File: config.mk
export PLATFORM = sky130hd
export DESIGN_NAME = sync_fifo_thresh
export DESIGN_NICKNAME = d
export VERILOG_FILES = /design/src/rtl/sync_fifo_thresh.sv
export SDC_FILE = /design/constraint.sdc
export NUM_CORES = 1
export LEC_CHECK = 0
export CAP_MARGIN = 20
export CORE_AREA = 8 8 80 110
export CTS_CLUSTER_DIAMETER = 50
export CTS_CLUSTER_SIZE = 8
export DETAILED_ROUTE_END_ITERATION = 6
export DIE_AREA = 0 0 88 118
export HOLD_SLACK_MARGIN = 0.08
export PLACE_DENSITY = 0.73
export REMOVE_ABC_BUFFERS = 1
export SYNTH_ARGS = -nofsm -noshare
export SYNTH_HDL_FRONTEND = slang
export SYNTH_SLANG_ARGS = --single-unit
File: constraint.sdc
create_clock -name clk -period 1.9 [get_ports clk]
set_input_delay 0.19 -clock clk [delete_from_list [all_inputs] [get_ports clk]]
set_output_delay 0.19 -clock clk [all_outputs]
set_load 0.03 [all_outputs]
File: src/rtl/sync_fifo_thresh.sv
// sync_fifo_thresh: single-clock FIFO with an occupancy count, programmable
// almost-full/almost-empty thresholds and sticky overflow/underflow flags.
// Optional macro SYNC_FIFO_FWFT_EN selects first-word fall-through output
// (0-cycle read latency). When it is undefined, dataOut is a register with a
// 1-cycle read latency.
module sync_fifo_thresh #(
  parameter int WIDTH    = 8,
  parameter int ADDR     = 3,
  parameter int AF_LEVEL = 6,
  parameter int AE_LEVEL = 2
) (
  input  logic             clk,
  input  logic             reset,
  input  logic             cs,
  input  logic             we,
  input  logic             rd,
  input  logic [WIDTH-1:0] dataIn,
  input  logic             clr_err,
  output logic [WIDTH-1:0] dataOut,
  output logic             empty,
  output logic             full,
  output logic             almost_empty,
  output logic             almost_full,
  output logic [ADDR:0]    count,
  output logic             overflow,
  output logic             underflow
);

  localparam int            CELLS    = 1 << ADDR;
  localparam logic [ADDR:0] LP_CELLS = (ADDR+1)'(CELLS);
  localparam logic [ADDR:0] LP_AF    = (ADDR+1)'(AF_LEVEL);
  localparam logic [ADDR:0] LP_AE    = (ADDR+1)'(AE_LEVEL);

  logic [WIDTH-1:0] r_mem [CELLS];
  logic [ADDR-1:0]  r_wr_ptr;
  logic [ADDR-1:0]  r_rd_ptr;
  logic [ADDR:0]    r_count;
  logic             r_empty;
  logic             r_full;
  logic             r_almost_empty;
  logic             r_almost_full;
  logic             r_overflow;
  logic             r_underflow;

  logic             w_rd_ok;
  logic             w_wr_ok;
  logic             w_ovf_set;
  logic             w_unf_set;
  logic             w_clr;
  logic [ADDR:0]    w_count_next;

  // A read needs data present; a write may land on a full FIFO only when the
  // same edge frees a slot.
  assign w_rd_ok   = cs & rd & ~r_empty;
  assign w_wr_ok   = cs & we & (~r_full | w_rd_ok);
  assign w_ovf_set = cs & we & r_full & ~w_rd_ok;
  assign w_unf_set = cs & rd & r_empty;
  assign w_clr     = cs & clr_err;

  // Occupancy after this edge; simultaneous push and pop cancel out.
  always_comb begin
    w_count_next = r_count;
    if (w_wr_ok && !w_rd_ok) begin
      w_count_next = r_count + 1'b1;
    end else if (w_rd_ok && !w_wr_ok) begin
      w_count_next = r_count - 1'b1;
    end
  end

  // Storage array; contents deliberately survive reset.
  always_ff @(posedge clk) begin
    if (w_wr_ok) begin
      r_mem[r_wr_ptr] <= dataIn;
    end
  end

  // Pointers, count, and status flags decoded from the next count so they
  // line up with count in the same cycle.
  always_ff @(posedge clk or negedge reset) begin
    if (!reset) begin
      r_wr_ptr       <= '0;
      r_rd_ptr       <= '0;
      r_count        <= '0;
      r_empty        <= 1'b1;
      r_full         <= 1'b0;
      r_almost_empty <= 1'b1;
      r_almost_full  <= 1'b0;
      r_overflow     <= 1'b0;
      r_underflow    <= 1'b0;
    end else begin
      if (w_wr_ok) r_wr_ptr <= r_wr_ptr + 1'b1;
      if (w_rd_ok) r_rd_ptr <= r_rd_ptr + 1'b1;
      r_count        <= w_count_next;
      r_empty        <= (w_count_next == '0);
      r_full         <= (w_count_next == LP_CELLS);
      r_almost_empty <= (w_count_next <= LP_AE);
      r_almost_full  <= (w_count_next >= LP_AF);
      // A fresh error in the clearing cycle keeps its flag set.
      r_overflow     <= w_clr ? w_ovf_set : (r_overflow  | w_ovf_set);
      r_underflow    <= w_clr ? w_unf_set : (r_underflow | w_unf_set);
    end
  end

`ifdef SYNC_FIFO_FWFT_EN
  // Head word is visible as soon as it is stored; a pop advances to the next.
  assign dataOut = r_empty ? '0 : r_mem[r_rd_ptr];
`else
  logic [WIDTH-1:0] r_dout;

  // Registered read port: updates only on an accepted read, holds otherwise.
  always_ff @(posedge clk or negedge reset) begin
    if (!reset) begin
      r_dout <= '0;
    end else if (w_rd_ok) begin
      r_dout <= r_mem[r_rd_ptr];
    end
  end

  assign dataOut = r_dout;
`endif

  assign empty        = r_empty;
  assign full         = r_full;
  assign almost_empty = r_almost_empty;
  assign almost_full  = r_almost_full;
  assign count        = r_count;
  assign overflow     = r_overflow;
  assign underflow    = r_underflow;

endmodule
==> impl_metrics.tcl, run 1 <==
set metrics [dict create \
    status "finished, final reports clean" \
    fin_crit_sh_pct 94.60 \
    yosysWarnings 0 \
    clockBufferDepth 2 \
    crit_chain "clkdlybuf4s50_1" \
    coreArea_sq_um 7176 \
    cp_num_buf_inv 1 \
    fillers 554 \
    cts_tree "done" \
    hold_viol 0 \
    wl_per_cell_um 17.13 \
    worstSkewPairLatency_ns 0.35 \
    syn_to_final_growth_pct 20.67 \
    ff_latch_area_sq_um 2525 \
    peakVddDrop_v 0.0005971 \
    wl_mm 6.254 \
    vias 1923 \
    synth_seq_cells 88 \
    hpwl_mm 4.648 \
    p_sw_share_pct 33.19 \
    leakage_uw 0.001555 \
    avgSynthCellArea_sq_um 17.45 \
    path_delay_family "buffers and inverters" \
    grt_pass1_wl_mm 10.31 \
    drt_pass1_iterations 4 \
    ant_nets 0 \
    clockPowerShare_pct 17.7 \
    grt_setup_unrepaired "no" \
    drv_slew 0 \
    io_buffer_count 31 \
    synth_cell_types 39 \
    clock_skew_ns 0.01002 \
    start_util_pct 49.61 \
    grt-ovfl-total 0 \
    cp.required_ns 1.71 \
    drt_iter0_markers 140 \
    layout_common_cells "edfxtp_1 (64), clkdlybuf4s50_1 (31), buf_4 (23), dfrtp_1 (22), nand2_1 (20)" \
    setup_tns_ns 0 \
    post_cts_resized 0 \
    die_w_um 88 \
    holdBufCountCts 0 \
    cpPeakStageDelay_ns 0.68 \
    crit_type "register to primary output" \
    maxSlewHeadroom_pct 61.28 \
    cpMaxStageDelayCell "clkdlybuf4s50_1" \
    cp.arrival_ns 1.61 \
    cap_violations 0 \
    synth.cell_area_sq_um 3560 \
    finalPower_uw 5904 \
    cts-root-buf "clkbuf_8" \
    p_int_uw 3944 \
    htreeDepth 3 \
    drive_gt1_share_pct 23.51 \
    nNetsFinal 281 \
    seq_area_frac_synth_pct 70.93 \
    comb_power_share_pct 36.8 \
    io_pins 32 \
    drc 0 \
    dieArea_sq_um 10380 \
    vias_per_cell 5.268 \
    grt_pass1_vias 2123 \
    diodes 0 \
    grt_max_degree 25 \
    worstSetupEndpointType "primary output" \
    post_cts_buffers 0 \
    gp_congestion 0.7901 \
    clock_sinks 88 \
    multi_input_area_sq_um 979.7 \
    grt.total_usage_pct 13.54 \
    pwr-share-seq_pct 45.5 \
    cts_buffers 9 \
    hold_class "input pin to async pin" \
    worst_pin_slew_ns 0.5808 \
    clk_pin_slew_ns 0.08 \
    net-switching-power_uw 1959 \
    max_freq_mhz 556.4 \
    final-setup-viol-count 0 \
    final_common_cell "edfxtp_1" \
    cp-start-kind "register" \
    crit_fanout 7 \
    die_h_um 118 \
    antenna_found_initial 0 \
    row_count 37 \
    powerDensity_nw_per_um2 1374 \
    fin_crit_ns 1.797 \
    synth_cells 204 \
]
[registers in the layout (all words and copies together) (netlist names)]
register,count
underflow,1
empty,1
full,1
count,4
r_mem,64
r_rd_ptr,3
dataOut,8
almost_full,1
overflow,1
almost_empty,1
r_wr_ptr,3
[Yosys cell counts]
| cell | n | area share, % |
|---|---|---|
| or3_1 | 1 | 0.18 |
| a22o_1 | 1 | 0.25 |
| a21oi_1 | 2 | 0.28 |
| a221oi_1 | 1 | 0.25 |
| mux2_2 | 1 | 0.32 |
| clkbuf_1 | 3 | 0.32 |
| and4bb_4 | 1 | 0.46 |
| a32oi_1 | 1 | 0.25 |
| xnor2_2 | 1 | 0.46 |
| buf_2 | 2 | 0.28 |
| o21ai_0 | 2 | 0.28 |
| a32oi_2 | 1 | 0.46 |
| o21a_1 | 1 | 0.21 |
| and2b_1 | 1 | 0.21 |
| mux2i_1 | 8 | 2.2 |
| nor3_1 | 3 | 0.42 |
| nand2_1 | 20 | 2.1 |
| and3b_4 | 1 | 0.35 |
| edfxtp_1 | 64 | 54 |
| a32o_1 | 1 | 0.28 |
| buf_6 | 2 | 0.63 |
| nand3_1 | 3 | 0.42 |
| nor3_2 | 1 | 0.28 |
| o211ai_1 | 1 | 0.21 |
| nor4_2 | 2 | 0.70 |
| xor2_1 | 1 | 0.25 |
| ha_1 | 4 | 1.4 |
| mux4_2 | 16 | 10 |
| a211oi_1 | 1 | 0.21 |
| nand2b_1 | 4 | 0.70 |
| o21ai_1 | 9 | 1.3 |
| nand4bb_1 | 1 | 0.32 |
| nor2_1 | 9 | 0.95 |
| inv_1 | 3 | 0.32 |
| dfrtp_1 | 22 | 15 |
| dfstp_2 | 2 | 1.5 |
| xnor2_1 | 4 | 0.98 |
| o311a_1 | 1 | 0.28 |
| nand3b_1 | 2 | 0.42 |
[cells by family after synthesis]
kind of cell | share of synthesized area [%]
simple gates | 7.521
flops | 70.93
mux | 12.69
buf+inv | 1.546
xor+xnor | 1.687
compound gates | 4.218
fa+ha+maj | 1.406
[cell type report]
cell class / count / share of cell area (%)
clock inverters: 5 / 0.5535
clock buffers: 11 / 3.059
repair buffers: 55 / 11.71
well taps: 97 / 2.826
multi-input cells: 106 / 22.81
flip-flops and latches: 88 / 58.78
inverters: 3 / 0.2622
[stage by stage]
stage	utilization, %	instance area, sq um	worst slack, ns	hold slack (ns)	std cells
finish	59.86	4295	0.1027	0.1909	365
global placement	57.70	4140	0.02081	0.4658	349
detailed placement	57.70	4140	-0.02477	0.4745	349
floorplan	-	3516	-0.2127	-0.1056	197
global route	59.86	4295	0.04337	0.2191	365
CTS	59.86	4295	0.07364	0.1903	365
[power groups by stage]
| stage | Combinational [uW] | Clock [uW] | Sequential [uW] |
|---|---|---|---|
| floorplan | 960 | 0 | 3120 |
| global placement | 2170 | 0 | 2710 |
| detailed placement | 2210 | 0 | 2730 |
| CTS | 2210 | 1080 | 2690 |
| global route | 2360 | 1150 | 2730 |
| finish | 2170 | 1040 | 2680 |
[worst paths after layout]
kind	from	to	slack [ns]	cells after the start
max	empty$_DFF_PN1_	empty	0.10	1
min	reset	count[0]$_DFF_PN0_	0.19	2
max reg2reg	empty$_DFF_PN1_	r_mem[3][7]$_DFFE_PP_	0.19	5
min reg2reg	dataOut[6]$_DFFE_PN0P_	dataOut[6]$_DFFE_PN0P_	0.49	2
max in group asynchronous	reset	empty$_DFF_PN1_	1.42	2
min in group clk	clr_err	overflow$_DFF_PN0_	0.46	4
[per-layer routing]
layer	GRT usage (%)	vias to the layer above	part of all wire (%)
met1	14.57	949	38
met2	22.44	46	54
met4	9.081	0	3.4
met5	0	-	0
met3	3.424	18	4.8
li1	-	910	-
No activity file was read; power rests on OpenSTA's default activity.
==> inputs of run 2 (changes only) <==
--- a/config.mk
+++ b/config.mk
@@ -8,7 +8,7 @@
 export CAP_MARGIN = 20
 export CORE_AREA = 8 8 80 110
 export CTS_CLUSTER_DIAMETER = 50
-export CTS_CLUSTER_SIZE = 8
+export CTS_CLUSTER_SIZE = 30
 export DETAILED_ROUTE_END_ITERATION = 6
 export DIE_AREA = 0 0 88 118
 export HOLD_SLACK_MARGIN = 0.08
==> results of run 2 <==
Final layout, timing and power as in run 1 (identical DEF).
==> inputs of run 3 (changes only) <==
--- a/config.mk
+++ b/config.mk
@@ -5,7 +5,7 @@
 export SDC_FILE = /design/constraint.sdc
 export NUM_CORES = 1
 export LEC_CHECK = 0
-export CAP_MARGIN = 20
+export CAP_MARGIN = 30
 export CORE_AREA = 8 8 80 110
 export CTS_CLUSTER_DIAMETER = 50
 export CTS_CLUSTER_SIZE = 30
==> results of run 3 <==
Final layout, timing and power as in run 1 (identical DEF).
